==> src/rtl/instr_mem_if.sv <==
// Load and fetch bus of the runtime-loadable instruction memory.
// With INSTR_MEM_FAULT_EN defined the bus also carries fetch_fault.
interface instr_mem_if #(
    parameter int DATA_W = 16,
    parameter int ADDR_W = 16,
    parameter int CNT_W  = 6
);
    logic              load_start;
    logic              load_valid;
    logic [DATA_W-1:0] load_data;
    logic              load_last;
    logic              load_ready;
    logic              load_done;
    logic [CNT_W-1:0]  word_count;
    logic              fetch_req;
    logic [ADDR_W-1:0] fetch_addr;
    logic              fetch_valid;
    logic [DATA_W-1:0] instruction;
    logic              running;
`ifdef INSTR_MEM_FAULT_EN
    logic              fetch_fault;

    modport master (
        output load_start, load_valid, load_data, load_last, fetch_req, fetch_addr,
        input  load_ready, load_done, word_count, fetch_valid, instruction, running,
               fetch_fault
    );
    modport slave (
        input  load_start, load_valid, load_data, load_last, fetch_req, fetch_addr,
        output load_ready, load_done, word_count, fetch_valid, instruction, running,
               fetch_fault
    );
`else
    modport master (
        output load_start, load_valid, load_data, load_last, fetch_req, fetch_addr,
        input  load_ready, load_done, word_count, fetch_valid, instruction, running
    );
    modport slave (
        input  load_start, load_valid, load_data, load_last, fetch_req, fetch_addr,
        output load_ready, load_done, word_count, fetch_valid, instruction, running
    );
`endif
endinterface

==> src/rtl/instr_mem_loader.sv <==
// Instruction memory loaded at runtime over a valid/ready stream, read by a registered fetch port.
// Optional INSTR_MEM_FAULT_EN flags misaligned or unloaded fetches on fetch_fault.
//
// state   | meaning
// IDLE    | no program; waiting for load_start
// LOAD    | accepting program words into storage
// RUN     | program valid; serving fetches
module instr_mem_loader #(
    parameter int                DATA_W    = 16,
    parameter int                DEPTH     = 32,
    parameter int                ADDR_W    = 16,
    parameter logic [DATA_W-1:0] FILL_WORD = 16'hEBCF
) (
    input  logic        clk_i,
    input  logic        rst_i,
    instr_mem_if.slave  bus
);
    localparam int PTR_W = $clog2(DEPTH);
    localparam int CNT_W = $clog2(DEPTH) + 1;

    typedef enum logic [1:0] {
        ST_IDLE,
        ST_LOAD,
        ST_RUN
    } state_e;

    state_e            state_q, state_d;
    logic [PTR_W-1:0]  ptr_q, ptr_d;
    logic [CNT_W-1:0]  count_q, count_d;
    logic              done_q, done_d;
    logic              fvalid_q, fvalid_d;
    logic [DATA_W-1:0] instr_q, instr_d;
    logic [DATA_W-1:0] mem_q [DEPTH];

    logic              wr_en;
    logic              fetch_acc;
    logic [ADDR_W-2:0] index;
    logic              in_range;
    logic              hit;

    assign index    = bus.fetch_addr[ADDR_W-1:1];
    // word_count never exceeds DEPTH, so this also rejects indices beyond the array
    assign in_range = {1'b0, index} < ADDR_W'(count_q);

`ifdef INSTR_MEM_FAULT_EN
    logic fault_q, fault_d;

    assign hit     = in_range && !bus.fetch_addr[0];
    assign fault_d = fetch_acc && !hit;

    always_ff @(posedge clk_i) begin
        if (rst_i) begin
            fault_q <= 1'b0;
        end else begin
            fault_q <= fault_d;
        end
    end

    assign bus.fetch_fault = fault_q;
`else
    logic unused_addr_lsb;

    assign unused_addr_lsb = bus.fetch_addr[0];
    assign hit             = in_range;
`endif

    always_comb begin
        state_d   = state_q;
        ptr_d     = ptr_q;
        count_d   = count_q;
        done_d    = 1'b0;
        wr_en     = 1'b0;
        fetch_acc = 1'b0;
        unique case (state_q)
            ST_IDLE: begin
                if (bus.load_start) begin
                    state_d = ST_LOAD;
                    ptr_d   = '0;
                    count_d = '0;
                end
            end
            ST_LOAD: begin
                if (bus.load_valid) begin
                    wr_en   = 1'b1;
                    ptr_d   = ptr_q + 1'b1;
                    count_d = count_q + 1'b1;
                    if (bus.load_last || ptr_q == PTR_W'(DEPTH - 1)) begin
                        state_d = ST_RUN;
                        done_d  = 1'b1;
                    end
                end
            end
            ST_RUN: begin
                // a reload request takes priority and drops a coincident fetch
                if (bus.load_start) begin
                    state_d = ST_LOAD;
                    ptr_d   = '0;
                    count_d = '0;
                end else if (bus.fetch_req) begin
                    fetch_acc = 1'b1;
                end
            end
            default: begin
                state_d = ST_IDLE;
            end
        endcase
    end

    always_comb begin
        fvalid_d = fetch_acc;
        instr_d  = instr_q;
        if (fetch_acc) begin
            instr_d = hit ? mem_q[index[PTR_W-1:0]] : FILL_WORD;
        end
    end

    always_ff @(posedge clk_i) begin
        if (rst_i) begin
            state_q  <= ST_IDLE;
            ptr_q    <= '0;
            count_q  <= '0;
            done_q   <= 1'b0;
            fvalid_q <= 1'b0;
            instr_q  <= '0;
        end else begin
            state_q  <= state_d;
            ptr_q    <= ptr_d;
            count_q  <= count_d;
            done_q   <= done_d;
            fvalid_q <= fvalid_d;
            instr_q  <= instr_d;
        end
    end

    // storage is not cleared on reset; word_count masks stale contents
    always_ff @(posedge clk_i) begin
        if (wr_en) begin
            mem_q[ptr_q] <= bus.load_data;
        end
    end

    assign bus.load_ready  = (state_q == ST_LOAD);
    assign bus.running     = (state_q == ST_RUN);
    assign bus.load_done   = done_q;
    assign bus.word_count  = count_q;
    assign bus.fetch_valid = fvalid_q;
    assign bus.instruction = instr_q;

endmodule

==> src/flat_wrapper.sv <==
// flat-port wrapper written by rule: the top's interface ports become plain ports
module instr_mem_loader_flat 
#(
    parameter int                DATA_W    = 16,
    parameter int                DEPTH     = 32,
    parameter int                ADDR_W    = 16,
    parameter logic [DATA_W-1:0] FILL_WORD = 16'hEBCF
)
  (clk_i, rst_i, bus_load_start, bus_load_valid, bus_load_data, bus_load_last, bus_fetch_req, bus_fetch_addr, bus_load_ready, bus_load_done, bus_word_count, bus_fetch_valid, bus_instruction, bus_running);
  instr_mem_if #(.DATA_W(DATA_W), .ADDR_W(ADDR_W), .CNT_W(($clog2(DEPTH) + 1))) bus_i ();
  input  logic clk_i;
  input  logic rst_i;
  input wire logic [$bits(bus_i.load_start)-1:0] bus_load_start;
  input wire logic [$bits(bus_i.load_valid)-1:0] bus_load_valid;
  input wire logic [$bits(bus_i.load_data)-1:0] bus_load_data;
  input wire logic [$bits(bus_i.load_last)-1:0] bus_load_last;
  input wire logic [$bits(bus_i.fetch_req)-1:0] bus_fetch_req;
  input wire logic [$bits(bus_i.fetch_addr)-1:0] bus_fetch_addr;
  output wire logic [$bits(bus_i.load_ready)-1:0] bus_load_ready;
  output wire logic [$bits(bus_i.load_done)-1:0] bus_load_done;
  output wire logic [$bits(bus_i.word_count)-1:0] bus_word_count;
  output wire logic [$bits(bus_i.fetch_valid)-1:0] bus_fetch_valid;
  output wire logic [$bits(bus_i.instruction)-1:0] bus_instruction;
  output wire logic [$bits(bus_i.running)-1:0] bus_running;
  assign bus_i.load_start = bus_load_start;
  assign bus_i.load_valid = bus_load_valid;
  assign bus_i.load_data = bus_load_data;
  assign bus_i.load_last = bus_load_last;
  assign bus_i.fetch_req = bus_fetch_req;
  assign bus_i.fetch_addr = bus_fetch_addr;
  assign bus_load_ready = bus_i.load_ready;
  assign bus_load_done = bus_i.load_done;
  assign bus_word_count = bus_i.word_count;
  assign bus_fetch_valid = bus_i.fetch_valid;
  assign bus_instruction = bus_i.instruction;
  assign bus_running = bus_i.running;
  instr_mem_loader #(.DATA_W(DATA_W), .DEPTH(DEPTH), .ADDR_W(ADDR_W), .FILL_WORD(FILL_WORD)) u_core (.clk_i(clk_i), .rst_i(rst_i), .bus(bus_i));
endmodule
==> config.mk <==
export PLATFORM = sky130hd
export DESIGN_NAME = instr_mem_loader_flat
export DESIGN_NICKNAME = d
export VERILOG_FILES = /design/src/rtl/instr_mem_if.sv /design/src/rtl/instr_mem_loader.sv /design/src/flat_wrapper.sv
export SDC_FILE = /design/constraint.sdc
export NUM_CORES = 1
export LEC_CHECK = 0
export BUFFER_PORTS_ARGS = -buffer_cell sky130_fd_sc_hd__buf_2
export CORE_UTILIZATION = 55
export CTS_CLUSTER_DIAMETER = 120
export DETAILED_ROUTE_END_ITERATION = 10
export PLACE_DENSITY = 0.72
export SLEW_MARGIN = 30
export SYNTH_ARGS = -nofsm -noshare
export SYNTH_HDL_FRONTEND = slang
export SYNTH_SLANG_ARGS = --single-unit
==> constraint.sdc <==
create_clock -name clk_i -period 6.1 [get_ports clk_i]
set_clock_uncertainty 0.1 [all_clocks]
set_input_delay 0.915 -clock clk_i [delete_from_list [all_inputs] [get_ports clk_i]]
set_output_delay 0.915 -clock clk_i [all_outputs]
set_load 0.05 [all_outputs]
==> results.sh, run 1 <==
export IMPL_grt_overflow_total=0
export IMPL_route_vias_total=10735
export IMPL_synthMuxAreaShare_pct=13.3
export IMPL_syn_area_per_cell_um2=19.6
export IMPL_critPathCaptureType="flop"
export IMPL_seq_area_frac_synth_pct=75.7
export IMPL_r2r_cells=6
export IMPL_synthToLayoutAreaGrowth_pct=12.1
export IMPL_p_sw_mw=1.51
export IMPL_postCtsSetupBuffers=0
export IMPL_fin_crit_sh_pct=52.4
export IMPL_peakVddDrop_v=0.000313
export IMPL_hold_buffers=0
export IMPL_wirelength_um=45400
export IMPL_ys_async_sr_fraction_pct=0
export IMPL_post_dp_cell_area_mm2=0.0221
export IMPL_wl_per_cell_um=26.2
export IMPL_htree_levels=2
export IMPL_clock_root_buffer="clkbuf_16"
export IMPL_report_final_setup_viol=0
export IMPL_finalMaxSlewViolations=0
export IMPL_final_cell_mix="edfxtp_1, mux4_2, mux2i_1"
export IMPL_grtUsageTotal_pct=24.1
export IMPL_synth_cell_types=56
export IMPL_holdCritPathClass="reg2reg"
export IMPL_grt_pass1_wl_um=67500
export IMPL_finalCriticalPeriod_ns=3.20
export IMPL_cap_violations=0
export IMPL_antenna_cells=0
export IMPL_path_max_fanout=47
export IMPL_synth_edf_count=512
export IMPL_port_buffers=62
export IMPL_nets=1230
export IMPL_yosysTopAreaCellShare_pct=72.8
export IMPL_io_pins=64
export IMPL_antenna_left=0
export IMPL_first_iter_violations=1107
export IMPL_rows=71
export IMPL_cp_endpoint="u_core.bus.instruction[4]"
export IMPL_synth_area_mm2=0.0211
export IMPL_tns_ns=0
export IMPL_first_pass_iters=6
export IMPL_grt_max_degree=68
export IMPL_crit_arrival_ns=3.58
export IMPL_cts_tree="done"
export IMPL_powerDensity_mw_per_mm2=313
export IMPL_r2r_start="u_core.state_q[0]"
export IMPL_rsz0062_at_grt="false"
export IMPL_switching_share_pct=20.3
export IMPL_clkSinkCount=543
export IMPL_coreArea_mm2=0.0378
export IMPL_max_freq_mhz=313
export IMPL_p_clk_share_pct=40.7
export IMPL_design_area_mm2=0.0237
export IMPL_utilization_pct=62.7
export IMPL_path_clk_slew_ns=0.06
export IMPL_synthCells=1076
export IMPL_yosys_area_share_adder_pct=0.652
export IMPL_vias_per_cell=6.20
export IMPL_r2r_end="u_core.bus.instruction[4]"
export IMPL_synth_area_leaders="edfxtp_1, mux4_2, mux2i_1"
export IMPL_cp_data_required_time_ns=6.49
export IMPL_ys_warn_count=0
export IMPL_worst_pin_slew_ns=1.00
export IMPL_ys_flop_type="edfxtp_1"
export IMPL_dieHeight_um=198
export IMPL_power_mw=7.42
export IMPL_path_class="in2reg"
export IMPL_crit_path_start_kind="primary input"
export IMPL_dieArea_mm2=0.0392
export IMPL_rrSetupSlack_ns=3.12
export IMPL_synth_top_family_by_area="multiplexers"
export IMPL_power_internal_mw=5.91
export IMPL_synth_compound_area_share_pct=4.73
export IMPL_stdcell_count=1732
export IMPL_synth_xor_xnor_area_share_pct=0.249
export IMPL_final_common_cell="edfxtp_1"
export IMPL_relSlewSlack_pct=33.0
export IMPL_cts_made_buffers=53
export IMPL_power_leakage_nw=7.74
export IMPL_ys_ff_latch=543
export IMPL_synth_top_area_cell="edfxtp_1"
export IMPL_status="finished, final reports clean"
export IMPL_p_seq_share_pct=55.1
export IMPL_initial_utilization_pct=55.9
export IMPL_startpoint="bus_fetch_addr[2]"
export IMPL_drc=0
export IMPL_final_hold_viol_count=0
export IMPL_globalplace_congestion=0.796
export IMPL_synthSimpleGateAreaFrac_pct=3.54
export IMPL_cts_resized_gates=0
export IMPL_clockBufferDepth=3
export IMPL_grt_pass1_vias=10817
export IMPL_place_inst=1637
export IMPL_hpwl_um=25800
export IMPL_synth_net_count=1125
export IMPL_clk_latency_ns=0.58
export IMPL_drive_gt1_share_pct=22.7
export IMPL_antenna_found_initial=0
export IMPL_p_comb_share_pct=4.2
export IMPL_dieWidth_um=198
==> worst max-delay path, cell delays in order <==
cell,delay [ns]
buf_4,0.54
ha_1,0.36
a2111o_1,0.41
a311oi_2,0.28
buf_4,0.30
or4b_1,0.57
a21oi_1,0.19
==> stage by stage <==
step,setup WS [ns],hold slack [ns]
2_1_floorplan,3.04,0.434
3_3_place_gp,2.35,0.391
3_5_place_dp,2.32,0.406
4_1_cts,2.90,0.412
5_1_grt,2.83,0.443
6_report,2.90,0.414
==> cell type report <==
cell class / count / area [um^2]
clock buffer: 77 / 1480
clock inverter: 18 / 113
fill: 2605 / 14100
inverter: 11 / 41.3
multi-input combinational: 468 / 4770
sequential: 543 / 16000
tap: 511 / 639
timing repair buffer: 104 / 651
==> worst min-delay path by stage <==
stage,start,endpoint,slack (ns),cells past startpoint
finish,u_core.bus.word_count[3],u_core.bus.word_count[3],0.41,2
global route,u_core.bus.word_count[3],u_core.bus.word_count[3],0.44,2
CTS,u_core.bus.word_count[3],u_core.bus.word_count[3],0.41,2
detailed placement,u_core.bus.word_count[3],u_core.bus.word_count[3],0.41,2
global placement,u_core.bus.word_count[3],u_core.bus.word_count[3],0.39,2
floorplan,u_core.state_q[0],u_core.ptr_q[0],0.43,2
==> state kept, by name, summed over array words and instances, names as in the netlist <==
name	cells
u_core.bus.fetch_valid	1
u_core.bus.instruction	16
u_core.bus.load_done	1
u_core.bus.word_count	6
u_core.mem_q	512
u_core.ptr_q	5
u_core.state_q	2
==> kinds of logic after synthesis <==
kind of cell,after synthesis
flip-flops,543
AO/OA/AOI/OAI,139
multiplexers,162
XOR/XNOR,6
adder cells (fa/ha/maj),11
buffers and inverters,65
AND/OR/NAND/NOR,150
==> synthesized netlist by cell type (3+ instances only) <==
cell type,number
nor3_1,13
edfxtp_1,512
a211oi_1,8
buf_6,9
nor2b_1,13
or4b_1,3
clkbuf_1,19
nor2_1,60
mux2i_1,66
o21a_1,8
and3_1,5
o21ai_1,9
a21oi_1,10
dfxtp_1,31
a31oi_1,6
o21ai_0,16
buf_8,3
xnor2_1,4
nand2_1,22
o22ai_1,12
buf_2,8
o31a_1,3
nand3b_1,4
a221oi_1,25
nand2b_1,8
inv_1,10
buf_1,8
and2_1,5
buf_4,6
mux4_2,95
nand4_1,5
a22oi_1,27
ha_1,11
==> power groups by stage <==
stage	combinational (mW)	sequential, mW	clock, mW
global route	0.339	4.08	3.20
finish	0.314	4.08	3.02
CTS	0.317	4.08	3.06
detailed placement	0.316	4.16	0
floorplan	0.194	4.17	0
global placement	0.308	4.16	0
==> routing by layer <==
| metal | part of all wire [%] | wire [um] | GRT usage (%) | vias to the layer above |
|---|---|---|---|---|
| met5 | 0 | 0 | 0 | - |
| met4 | 2.0 | 931 | 6.57 | 0 |
| met3 | 8.5 | 3850 | 4.65 | 74 |
| met2 | 49 | 22200 | 39.1 | 467 |
| met1 | 40 | 18400 | 33.7 | 5557 |
| li1 | - | - | - | 4637 |
Note: power is estimated with default switching activity, not from simulation.
==> run 2: changes to the inputs <==
- ABC_AREA: not set -> 1
- PLACE_DENSITY: 0.72 -> 0.75
- clock period: 6.1 -> 2.8 ns (I/O delays scaled with it)
==> run 2 against run 1 <==
  * Clock power up 120%
  * Die area up 5.4%
  * Critical path depth unchanged
  * Setup slack worse by 2.5 ns
  * First-iteration DRC count up 85%
  * Sequential cell count unchanged
  * Register-to-register slack worse by 2.7 ns
  * Worst hold slack worse by 0.35 ns
  * Critical endpoint is now u_core.mem_q[7][1]
  * Highest routed layer unchanged
==> results.sh, run 2 <==
export IMPL_nets=2070
export IMPL_holdWs_ns=0.0665
export IMPL_power_leakage_nw=9.09
export IMPL_holdCritPathClass="in2reg"
export IMPL_synthMuxAreaShare_pct=0
export IMPL_hpwl_um=30000
export IMPL_port_buffers=62
export IMPL_synth_cell_types=28
export IMPL_status="finished, final reports clean"
export IMPL_io_pins=64
export IMPL_antenna_found_initial=0
export IMPL_ys_warn_count=0
export IMPL_crit_arrival_ns=2.50
export IMPL_first_iter_violations=2049
export IMPL_yosysMostFrequentCell="edfxtp_1"
export IMPL_largest_reg_flops=512
export IMPL_cp_data_required_time_ns=2.94
export IMPL_relSlewSlack_pct=49.3
export IMPL_grtUsageTotal_pct=26.2
export IMPL_final_common_cell="edfxtp_1"
export IMPL_initial_utilization_pct=55.9
export IMPL_max_freq_mhz=425
export IMPL_coreArea_mm2=0.0398
export IMPL_wirelength_um=53600
export IMPL_path_delay_family="simple AND/OR/NAND/NOR gates"
export IMPL_powerDensity_mw_per_mm2=662
export IMPL_synthToLayoutAreaGrowth_pct=11.6
export IMPL_yosys_area_share_adder_pct=0.618
export IMPL_synth_area_mm2=0.0223
export IMPL_synth_net_count=2009
export IMPL_worst_path_max_delay_cell="dfxtp_1"
export IMPL_place_inst=2492
export IMPL_grt_pass1_vias=14195
export IMPL_synth_compound_area_share_pct=4.70
export IMPL_ys_flop_type="edfxtp_1"
export IMPL_rows=73
export IMPL_cts_made_buffers=52
export IMPL_ys_ff_latch=543
export IMPL_synth_area_leaders="edfxtp_1, nand2_1, nand3_1"
export IMPL_antenna_cells=0
export IMPL_clock_root_buffer="clkbuf_16"
export IMPL_report_final_setup_viol=0
export IMPL_route_vias_total=14906
export IMPL_dieArea_mm2=0.0413
export IMPL_final_cell_mix="edfxtp_1, nand2_1, nor2_1"
export IMPL_finalCriticalPeriod_ns=2.35
export IMPL_drive_gt1_share_pct=9.75
export IMPL_wl_per_cell_um=20.7
export IMPL_cap_violations=0
export IMPL_yosysTopAreaCellShare_pct=69.0
export IMPL_path_clk_slew_ns=0.06
export IMPL_grt_pass1_wl_um=81000
export IMPL_fin_crit_sh_pct=84.0
export IMPL_path_class="reg2reg"
export IMPL_power_mw=16.4
export IMPL_hold_buffers=0
export IMPL_drc=0
export IMPL_grt_max_degree=114
export IMPL_ys_async_sr_fraction_pct=0
export IMPL_path_buf_inv=3
export IMPL_first_pass_iters=6
export IMPL_dieHeight_um=203
export IMPL_grt_overflow_total=0
export IMPL_syn_area_per_cell_um2=11.4
export IMPL_stdcell_count=2587
export IMPL_top_register="u_core.mem_q"
export IMPL_crit_path_start_kind="flop"
export IMPL_seq_area_frac_synth_pct=71.8
export IMPL_vias_per_cell=5.76
export IMPL_synth_top_area_cell="edfxtp_1"
export IMPL_dieWidth_um=203
export IMPL_clk_latency_ns=0.57
export IMPL_synthSimpleGateAreaFrac_pct=18.8
export IMPL_globalplace_congestion=0.895
export IMPL_path_max_fanout=16
export IMPL_postCtsSetupBuffers=0
export IMPL_worst_pin_slew_ns=0.761
export IMPL_cpPeakStageDelay_ns=0.38
export IMPL_synth_xor_xnor_area_share_pct=0
export IMPL_htree_levels=2
export IMPL_finalMaxSlewViolations=0
export IMPL_synthCells=1960
export IMPL_peakVddDrop_v=0.000498
export IMPL_final_hold_viol_count=0
export IMPL_antenna_left=0
export IMPL_synth_edf_count=512
export IMPL_cts_tree="done"
export IMPL_crit_chain="inv_1, nor2_1, nand2_1, inv_1, nand2_1, nor2_1, buf_4"
export IMPL_cts_resized_gates=0
export IMPL_clockBufferDepth=3
export IMPL_clkSinkCount=543
export IMPL_critPathCaptureType="flop"
export IMPL_rsz0062_at_grt="false"
export IMPL_synthTopCellsByCount="edfxtp_1, nand2_1, nor2_1"
export IMPL_synth_top_family_by_area="simple AND/OR/NAND/NOR gates"
## run 2: cell types whose count changed in the layout (fill, tap and decap cells not counted), sizes merged, moves of 17 or more
cell | before | now
a221oi | 25 | 0
a22oi | 27 | 0
clkbuf | 77 | 55
clkinv | 17 | 34
inv | 11 | 93
mux2i | 66 | 0
mux4 | 95 | 0
nand2 | 22 | 415
nand3 | 2 | 271
nor2 | 60 | 323
o211ai | 0 | 44
o21ai | 25 | 117
## run 2: report_power, final
| part | switching (mW) | internal, mW | leakage (nW) |
|---|---|---|---|
| Clock | 2.91 | 3.67 | 0.797 |
| Sequential | 0.00761 | 8.89 | 4.85 |
| Combinational | 0.714 | 0.255 | 3.44 |
## run 2: cell families after synthesis
kind of cell / Yosys count
buf+inv: 203
flops: 543
fa+ha+maj: 11
simple gates: 1019
compound gates: 184
## run 2: area by class of cell
| cell class | instances | area (um^2) |
|---|---|---|
| Clock buffer | 55 | 1310 |
| Inverter | 91 | 349 |
| Multi-Input combinational cell | 1214 | 5370 |
| Tap cell | 525 | 657 |
| Timing Repair Buffer | 119 | 876 |
| Clock inverter | 40 | 282 |
| Sequential cell | 543 | 16000 |
| Fill cell | 2961 | 15000 |
## run 2: final timing paths
| check | from | end | slack [ns] | cells after the start |
|---|---|---|---|---|
| worst min register to register | u_core.state_q[1] | u_core.bus.load_done | 0.37 | 1 |
| worst min-delay path | bus_load_valid | u_core.bus.load_done | 0.07 | 3 |
| worst max-delay path | u_core.state_q[0] | u_core.mem_q[7][1] | 0.45 | 7 |
| worst max register to register | u_core.state_q[0] | u_core.mem_q[7][1] | 0.45 | 7 |
## run 2: per-layer routing
metal | track usage (%) | vias to the layer above | share of wire, %
li1 | - | 6917 | -
met1 | 36.3 | 7098 | 40
met2 | 42.0 | 782 | 47
met3 | 4.09 | 109 | 9.5
met4 | 9.69 | 0 | 3.3
met5 | 0 | - | 0
## run 2: worst register-to-register path, cell delays in order, from the launching register on
cell and delay (ns):
dfxtp_1 0.38, inv_1 0.10, nor2_1 0.18, nand2_1 0.13
inv_1 0.21, nand2_1 0.38, nor2_1 0.21, buf_4 0.33
## run 2: stage by stage
| step | area [um^2] | setup slack, ns | util (%) | setup TNS, ns |
|---|---|---|---|---|
| floorplan | 22300 | -0.0658 | - | -33.68 |
| global placement | 23200 | 0.572 | 58.4 | 0 |
| detailed placement | 23200 | 0.457 | 58.4 | 0 |
| CTS | 24800 | 0.447 | 62.4 | 0 |
| global route | 24800 | 0.300 | 62.4 | 0 |
| finish | 24800 | 0.447 | 62.4 | 0 |
